File: src/rtl/mdu_pkg.sv
// Shared op encodings, FSM state type and width default for the multiply/divide sequencer.
// Divide support in the RTL is selected by the MDU_DIV_EN macro.
package mdu_pkg;

  localparam int MDU_WIDTH = 32;

  localparam logic [1:0] MDU_MULT  = 2'b00;
  localparam logic [1:0] MDU_MULTU = 2'b01;
  localparam logic [1:0] MDU_DIV   = 2'b10;
  localparam logic [1:0] MDU_DIVU  = 2'b11;

  typedef enum logic [1:0] {
    ST_IDLE = 2'd0,
    ST_RUN  = 2'd1,
    ST_DONE = 2'd2
  } mdu_state_e;

endpackage

File: src/rtl/mdu_iter_core.sv
// One radix-2 step on the {hi,lo} accumulator: shift-add multiply or restoring divide, purely combinational.
// The divide step exists only when MDU_DIV_EN is defined; otherwise a divide select yields zero.
module mdu_iter_core
  import mdu_pkg::*;
#(
  parameter int WIDTH = MDU_WIDTH
) (
  input  logic               i_div,
  input  logic [2*WIDTH-1:0] i_acc,
  input  logic [WIDTH-1:0]   i_opnd,
  output logic [2*WIDTH-1:0] o_acc
);

  logic [WIDTH:0]     w_sum;
  logic [2*WIDTH-1:0] w_mul_nxt;

  // Carry out of the upper add becomes the new MSB after the right shift.
  assign w_sum     = {1'b0, i_acc[2*WIDTH-1:WIDTH]} + (i_acc[0] ? {1'b0, i_opnd} : '0);
  assign w_mul_nxt = {w_sum, i_acc[WIDTH-1:1]};

`ifdef MDU_DIV_EN
  logic [WIDTH:0]     w_rem_sh;
  logic [WIDTH+1:0]   w_trial;
  logic [2*WIDTH-1:0] w_div_nxt;

  // Remainder is kept below the divisor, so the shifted value needs one extra bit.
  assign w_rem_sh  = i_acc[2*WIDTH-1:WIDTH-1];
  assign w_trial   = {1'b0, w_rem_sh} - {2'b00, i_opnd};
  assign w_div_nxt = w_trial[WIDTH+1] ? {w_rem_sh[WIDTH-1:0], i_acc[WIDTH-2:0], 1'b0}
                                      : {w_trial[WIDTH-1:0],  i_acc[WIDTH-2:0], 1'b1};
  assign o_acc     = i_div ? w_div_nxt : w_mul_nxt;
`else
  assign o_acc     = w_mul_nxt & {(2*WIDTH){~i_div}};
`endif

endmodule

File: src/rtl/mdu_ctrl.sv
// MULT/MULTU/DIV/DIVU sequencer: WIDTH iterations in RUN, one-cycle HI/LO strobe in DONE (accept-to-strobe WIDTH+1).
// Define MDU_DIV_EN for the divide datapath; without it DIV/DIVU are refused and pulse illegal_op.
module mdu_ctrl
  import mdu_pkg::*;
#(
  parameter int WIDTH = MDU_WIDTH
) (
  input  logic             clk,
  input  logic             rst,
  input  logic             start,
  input  logic [1:0]       op,
  input  logic [WIDTH-1:0] a,
  input  logic [WIDTH-1:0] b,
  input  logic             mf_req,
  input  logic             flush,
  output logic             ready,
  output logic             busy,
  output logic             stall,
  output logic             result_valid,
  output logic [WIDTH-1:0] result_hi,
  output logic [WIDTH-1:0] result_lo,
  output logic             illegal_op
);

  localparam int CW = $clog2(WIDTH);

  mdu_state_e         r_state;
  logic [CW-1:0]      r_cnt;
  logic               r_div;
  logic               r_neg_q;
  logic [WIDTH-1:0]   r_opnd;
  logic [2*WIDTH-1:0] r_acc;
  logic [WIDTH-1:0]   r_hi;
  logic [WIDTH-1:0]   r_lo;

  logic               w_signed;
  logic               w_sa;
  logic               w_sb;
  logic               w_op_ok;
  logic               w_accept;
  logic               w_last;
  logic [WIDTH-1:0]   w_abs_a;
  logic [WIDTH-1:0]   w_abs_b;
  logic [2*WIDTH-1:0] w_acc_nxt;
  logic [2*WIDTH-1:0] w_prod;
  logic [2*WIDTH-1:0] w_res;

  assign w_signed = ~op[0];
  assign w_sa     = w_signed & a[WIDTH-1];
  assign w_sb     = w_signed & b[WIDTH-1];
  assign w_abs_a  = w_sa ? -a : a;
  assign w_abs_b  = w_sb ? -b : b;

  assign ready        = (r_state == ST_IDLE) || (r_state == ST_DONE);
  assign busy         = (r_state != ST_IDLE);
  assign w_accept     = start && !flush && ready && w_op_ok;
  assign w_last       = (r_state == ST_RUN) && (r_cnt == CW'(WIDTH-1));
  assign stall        = (mf_req && busy) || (start && w_op_ok && (r_state == ST_RUN));
  assign result_valid = (r_state == ST_DONE) && !flush;
  assign result_hi    = r_hi;
  assign result_lo    = r_lo;

  mdu_iter_core #(.WIDTH(WIDTH)) u_core (
    .i_div  (r_div),
    .i_acc  (r_acc),
    .i_opnd (r_opnd),
    .o_acc  (w_acc_nxt)
  );

  assign w_prod = r_neg_q ? -w_acc_nxt : w_acc_nxt;

`ifdef MDU_DIV_EN
  logic             r_neg_r;
  logic [WIDTH-1:0] w_quo;
  logic [WIDTH-1:0] w_rem;

  assign w_op_ok    = 1'b1;
  assign w_quo      = r_neg_q ? -w_acc_nxt[WIDTH-1:0] : w_acc_nxt[WIDTH-1:0];
  assign w_rem      = r_neg_r ? -w_acc_nxt[2*WIDTH-1:WIDTH] : w_acc_nxt[2*WIDTH-1:WIDTH];
  assign w_res      = r_div ? {w_rem, w_quo} : w_prod;
  assign illegal_op = 1'b0;

  // Remainder follows the dividend's sign.
  always_ff @(posedge clk or posedge rst) begin
    if (rst) begin
      r_neg_r <= 1'b0;
    end else if (w_accept) begin
      r_neg_r <= w_sa;
    end
  end
`else
  logic r_illegal;

  assign w_op_ok    = ~op[1];
  assign w_res      = w_prod;
  assign illegal_op = r_illegal;

  always_ff @(posedge clk or posedge rst) begin
    if (rst) begin
      r_illegal <= 1'b0;
    end else begin
      r_illegal <= start && !flush && ready && !w_op_ok;
    end
  end
`endif

  always_ff @(posedge clk or posedge rst) begin
    if (rst) begin
      r_state <= ST_IDLE;
      r_cnt   <= '0;
      r_div   <= 1'b0;
      r_neg_q <= 1'b0;
      r_opnd  <= '0;
      r_acc   <= '0;
      r_hi    <= '0;
      r_lo    <= '0;
    end else begin
      case (r_state)
        ST_RUN: begin
          if (flush) begin
            r_state <= ST_IDLE;
          end else begin
            r_acc <= w_acc_nxt;
            r_cnt <= r_cnt + CW'(1);
            if (w_last) begin
              r_state <= ST_DONE;
              r_hi    <= w_res[2*WIDTH-1:WIDTH];
              r_lo    <= w_res[WIDTH-1:0];
            end
          end
        end
        default: begin
          if (w_accept) begin
            r_state <= ST_RUN;
            r_cnt   <= '0;
            r_div   <= op[1];
            // A zero divisor keeps the all-ones quotient unsigned-looking.
            r_neg_q <= (w_sa ^ w_sb) && (b != '0);
            r_opnd  <= op[1] ? w_abs_b : w_abs_a;
            r_acc   <= {{WIDTH{1'b0}}, (op[1] ? w_abs_a : w_abs_b)};
          end else begin
            r_state <= ST_IDLE;
          end
        end
      endcase
    end
  end

endmodule

File: config.mk
export PLATFORM = sky130hd
export DESIGN_NAME = mdu_ctrl
export DESIGN_NICKNAME = d
export VERILOG_FILES = /design/src/rtl/mdu_pkg.sv /design/src/rtl/mdu_iter_core.sv /design/src/rtl/mdu_ctrl.sv
export SDC_FILE = /design/constraint.sdc
export NUM_CORES = 1
export LEC_CHECK = 0
export CAP_MARGIN = 10
export CORE_ASPECT_RATIO = 1.5
export CORE_UTILIZATION = 55
export CTS_CLUSTER_SIZE = 40
export DETAILED_ROUTE_END_ITERATION = 8
export PLACE_DENSITY = 0.87
export SLEW_MARGIN = 20
export SYNTH_ARGS = -nofsm -noshare
export SYNTH_HDL_FRONTEND = slang
export SYNTH_SLANG_ARGS = --single-unit
File: constraint.sdc
create_clock -name clk -period 7.1 [get_ports clk]
set_input_delay 0.71 -clock clk [delete_from_list [all_inputs] [get_ports clk]]
set_output_delay 0.71 -clock clk [all_outputs]
set_load 0.01 [all_outputs]
==> impl_metrics.json, run 1 <==
{
  "min_path_type": "flip-flop to flip-flop",
  "status": "finished, final reports clean",
  "vias_per_cell": 6.254,
  "rows": 64,
  "r2r_cells": 14,
  "drc": 0,
  "synth_top_family_by_area": "compound AO/OA/AOI/OAI gates",
  "gp_congestion": 1.029,
  "synth_top_area_cell": "dfrtp_1",
  "start_util_pct": 56.38,
  "post_cts_buffers": 0,
  "worstSetupPathType": "flip-flop to flip-flop",
  "instances_no_fill": 1793,
  "diodes": 0,
  "postSynthAreaPerCell_um2": 8.068,
  "cts_resized": 0,
  "cts_hold_buf": 0,
  "cts_root_buf": "clkbuf_16",
  "synth_warnings": 0,
  "max_freq_mhz": 184.3,
  "crit_path_start_kind": "flip-flop",
  "seq_area_frac_synth_pct": 36.95,
  "wl_per_cell_um": 19.73,
  "io_buffers": 139,
  "total_leakage_power_nw": 5.827,
  "synth_edf_count": 0,
  "tightest_slew_ps": 1043,
  "synthToLayoutAreaGrowth_pct": 18.80,
  "fin_skew_ps": 13.30,
  "syn_area_um2": 11510,
  "synthArstFlopShare_pct": 100.0,
  "synth_xor_area_share_pct": 9.205,
  "cap_violations": 0,
  "placed_cell_area_um2": 13060,
  "cts_tree": "done",
  "grt_remaining_overflow": 0,
  "slew_violations": 0,
  "period_minus_slack_ps": 5425,
  "most-common-layout-cells": "242 x nand2_1, 202 x o21ai_0, 168 x dfrtp_1",
  "synth_flop_cell": "dfrtp_1",
  "hold_depth": 2,
  "clk_latency_ps": 450,
  "muxShareOfSynthArea_pct": 1.065,
  "htreeDepth": 4,
  "cts_sinks": 170,
  "maxSlewHeadroom_pct": 30.23,
  "hold_violations": 0,
  "synthCells": 1427,
  "cp_max_fo": 33,
  "ant_nets": 0,
  "fin_crit_sh_pct": 76.40,
  "hpwl_um": 26500,
  "chipWidth_um": 120.1,
  "core_area_um2": 20420,
  "io_pins": 140,
  "chipHeight_um": 179.2,
  "clk_path_buf_depth": 2,
  "antenna_found_initial": 1,
  "power_density_nw_per_um2": 259.7,
  "drtPass1Iterations": 5,
  "finalSetupViolCount": 0,
  "post-route-cell-area_um2": 13680,
  "die_area_um2": 21530,
  "vdd_drop_max_mv": 0.2158,
  "cp_data_required_time_ps": 7390,
  "dp_cells": 1761,
  "wl_um": 35370,
  "via_count": 11210,
  "tns_ps": 0,
  "synth_compound_area_share_pct": 23.54,
  "cts_buffers": 17,
  "cp-end-kind": "flip-flop",
  "grt_max_degree": 112,
  "rsz0062_at_grt": "no",
  "grt_pass1_wl_um": 56320,
  "yosysTopAreaCellShare_pct": 36.95,
  "fin_hold_ws_ps": 473.8,
  "drtIter0Drc": 985,
  "final_common_cell": "nand2_1",
  "cp.arrival_ps": 5720,
  "nNetsFinal": 1625,
  "synthesis.nets": 1536,
  "ys_ff_latch": 170,
  "ys_top_cells_by_area": "dfrtp_1 37%, o21ai_0 8.8%, nand2_1 7.9%",
  "power_mw": 3.553,
  "yosysUniqueCellTypes": 72,
  "clk_pin_slew_ps": 70,
  "synth-adder-area-share_pct": 4.195,
  "grt_pass1_vias": 10900,
  "grt_usage_pct": 34.28,
  "drive_gt1_share_pct": 4.709,
  "r2r_setup_slack_ps": 1680,
  "yosys.area_share.simple_pct": 21.45
}
-- cell usage after synthesis, types with 5 or more instances --
cell / count
a211oi_1: 9
a21boi_0: 5
a21o_1: 7
a21oi_1: 79
a22o_1: 15
a22oi_1: 23
a31oi_1: 19
and2_1: 39
and3_1: 7
buf_1: 5
clkbuf_1: 76
dfrtp_1: 170
ha_1: 37
inv_1: 28
mux2i_1: 10
nand2_1: 243
nand2b_1: 14
nand3_1: 12
nand4_1: 9
nor2_1: 99
nor2b_1: 24
nor3_1: 30
nor4_1: 14
o211ai_1: 5
o21a_1: 10
o21ai_0: 202
o21bai_1: 7
o31ai_1: 21
o41ai_1: 10
or3_1: 8
or4_1: 6
xnor2_1: 81
xor2_1: 40
-- worst max-delay path: stages, from the launching register on --
cell,delay [ps]
dfrtp_1,800
nand2_1,210
inv_1,110
ha_1,240
a211oi_1,350
o21ai_1,150
a21oi_1,410
o21bai_1,160
xnor2_1,530
a41oi_1,340
or3_1,520
or4b_1,700
o41ai_1,510
xnor2_1,170
o21ai_1,70
-- per-stage QoR --
step	utilization, %	worst slack, ps
floorplan	-	1787
global placement	63.93	2090
detailed placement	63.93	1959
CTS	66.97	1947
global route	66.99	1314
finish	66.99	1675
-- where the power goes --
group | total [mW] | switching [mW] | internal [mW]
Sequential | 1.29 | 0.183 | 1.11
Combinational | 1.28 | 0.786 | 0.493
Clock | 0.984 | 0.408 | 0.577
-- cell type report --
type | count | area, um2
Multi-Input combinational cell | 1147 | 6873
Fill cell | 1695 | 6741
Sequential cell | 170 | 4257
Timing Repair Buffer | 152 | 1489
Clock buffer | 20 | 456.7
Tap cell | 264 | 330.3
Clock inverter | 12 | 162.7
Inverter | 28 | 110.1
-- kinds of logic after synthesis --
| family | Yosys count |
|---|---|
| AO/OA/AOI/OAI | 448 |
| XOR/XNOR | 121 |
| multiplexers | 12 |
| buffers and inverters | 110 |
| adder cells (fa/ha/maj) | 38 |
| flip-flops | 170 |
| AND/OR/NAND/NOR | 528 |
-- final timing paths --
kind,from,endpoint
setup / recovery,r_acc[0],result_hi[31]
hold / removal,r_opnd[12],r_opnd[12]
setup reg to reg,r_acc[0],result_hi[31]
hold reg to reg,r_opnd[12],r_opnd[12]
max in group asynchronous,rst,r_neg_q
min in group asynchronous,rst,r_acc[61]
-- state kept, by name, summed over array words and instances, names as in the netlist --
signal / cells
r_cnt: 5
result_lo: 32
r_opnd: 32
result_hi: 32
illegal_op: 1
r_neg_q: 1
r_state: 2
r_acc: 64
r_div: 1
-- routing by layer --
| layer | wire, um | track usage, % |
|---|---|---|
| met4 | 2879 | 27.50 |
| met1 | 12820 | 36.32 |
| met5 | 12 | 0 |
| met3 | 1897 | 5.312 |
| met2 | 17760 | 60.23 |
Power figures use the tool's default switching activity.
==> run 2, diff against run 1 <==
CORE_UTILIZATION = 52   (was 55)
PLACE_DENSITY = 0.86   (was 0.87)
clock period = 4.8 ns   (was 7.1 ns; I/O delays follow)
==> impl_metrics.json, run 2 (synthesized netlist as in run 1, its figures left out) <==
{
  "status": "finished, final reports clean",
  "crit_path_start_kind": "flip-flop",
  "drive_gt1_share_pct": 6.379,
  "chipHeight_um": 184.2,
  "chipWidth_um": 123.5,
  "wl_um": 35230,
  "vias_per_cell": 6.158,
  "cp_max_fo": 9,
  "worst_slack_ps": 276.1,
  "placed_cell_area_um2": 13240,
  "fin_skew_ps": 15.65,
  "dp_cells": 1792,
  "instances_no_fill": 1824,
  "die_area_um2": 22750,
  "pre_cts_ws_ps": 195.2,
  "grt_remaining_overflow": 0,
  "wl_per_cell_um": 19.32,
  "r2r_setup_slack_ps": 280,
  "gp_congestion": 1.008,
  "cts_buffers": 17,
  "cts_root_buf": "clkbuf_16",
  "cts_sinks": 170,
  "fin_crit_sh_pct": 94.25,
  "clk_pin_slew_ps": 70,
  "drtPass1Iterations": 5,
  "slew_violations": 0,
  "cp.arrival_ps": 4830,
  "grt_pass1_wl_um": 56980,
  "cts_resized": 0,
  "most-common-layout-cells": "242 x nand2_1, 202 x o21ai_0, 168 x dfrtp_1",
  "diodes": 0,
  "min_path_type": "flip-flop to flip-flop",
  "top_register": "r_acc",
  "drtIter0Drc": 848,
  "tightest_slew_ps": 1049,
  "critical_path.max_stage_delay_ps": 600,
  "via_count": 11230,
  "slowest_stage": "or4_1",
  "power_mw": 5.271,
  "finalSetupViolCount": 0,
  "worstPathCellList": "and2_1 > ha_1 > inv_1 > fa_1 > nor2b_2 > o21ai_1 > nand2b_1 > xnor2_1 > a31oi_1 > or4_1 > or4_1 > or4b_1 > o41ai_1 > xnor2_1 > o21ai_1",
  "synthToLayoutAreaGrowth_pct": 20.53,
  "grt_usage_pct": 32.85,
  "fillers": 1858,
  "hold_violations": 0,
  "io_pins": 140,
  "total_leakage_power_nw": 5.901,
  "core_area_um2": 21720,
  "critPathTopFamily": "simple AND/OR/NAND/NOR gates",
  "start_util_pct": 53.01,
  "critPathBufInv": 1,
  "fin_hold_ws_ps": 476.4,
  "worstSetupPathType": "flip-flop to flip-flop",
  "vdd_drop_max_mv": 0.2997,
  "clk_path_buf_depth": 2,
  "power_density_nw_per_um2": 379.8,
  "cp_data_required_time_ps": 5110,
  "final_common_cell": "nand2_1",
  "rows": 66,
  "grt_pass1_vias": 11040,
  "cts_hold_buf": 0,
  "cap_violations": 0,
  "post-route-cell-area_um2": 13880,
  "hpwl_um": 26870,
  "max_freq_mhz": 221.0,
  "ant_nets": 0,
  "post_cts_buffers": 0,
  "clk_latency_ps": 460,
  "cts_tree": "done",
  "tns_ps": 0,
  "drc": 0,
  "htreeDepth": 4,
  "finalCoreUtilization_pct": 63.90,
  "cp-end-kind": "flip-flop",
  "grt_max_degree": 91,
  "antenna_found_initial": 2,
  "io_buffers": 139,
  "largest_reg_flops": 64,
  "maxSlewHeadroom_pct": 29.79,
  "nNetsFinal": 1648,
  "period_minus_slack_ps": 4524
}
run 2: cell count changes in the layout (fill, tap and decap cells not counted), moves of 2 or more:
| cell | previous run | this run |
|---|---|---|
| clkinv_4 | 0 | 2 |
| a21oi_2 | 0 | 2 |
| a21oi_1 | 79 | 77 |
| buf_4 | 13 | 35 |
| clkbuf_8 | 2 | 0 |
run 2: final cells by class:
| type | count | area (um2) | area share [%] |
|---|---|---|---|
| clock inverter | 14 | 161.4 | 1.163 |
| inverter | 28 | 108.9 | 0.7844 |
| clock buffer | 18 | 429.2 | 3.093 |
| multi-input combinational | 1147 | 6907 | 49.77 |
| sequential | 170 | 4257 | 30.67 |
| timing repair buffer | 175 | 1674 | 12.06 |
| tap | 272 | 340.3 | 2.452 |
run 2: where the power goes:
part           internal [mW]  switching, mW  leakage [nW]
combinational          0.792           1.18          3.36
clock                  0.778          0.637         0.277
sequential              1.64          0.247          2.26
total                   3.21           2.06          5.90
run 2: tightest hold or removal path, cell delays in order (launching register included):
cell,delay [ps]
dfrtp_1,340
nand2_1,40
o21ai_0,60
run 2: final timing paths:
check	start	end	cells after the start
worst max register to register	r_acc[0]	result_hi[31]	15
worst min register to register	result_hi[20]	result_hi[20]	2
worst max-delay path	r_acc[0]	result_hi[31]	15
max in group asynchronous	rst	r_acc[47]	3
worst min-delay path	result_hi[20]	result_hi[20]	2
min in group asynchronous	rst	result_hi[1]	2
run 2: layer usage:
layer	track usage, %	vias to the layer above	part of all wire, %
met3	6.095	146	6.3
li1	-	5271	-
met1	36.05	5309	36
met4	21.83	2	6.6
met2	56.85	504	51
met5	0	-	0.037
==> run 3, diff against run 2 <==
TNS_END_PERCENT = 100   (was unset)
==> results of run 3 <==
No change in the layout: final DEF, timing and power equal those of run 2.
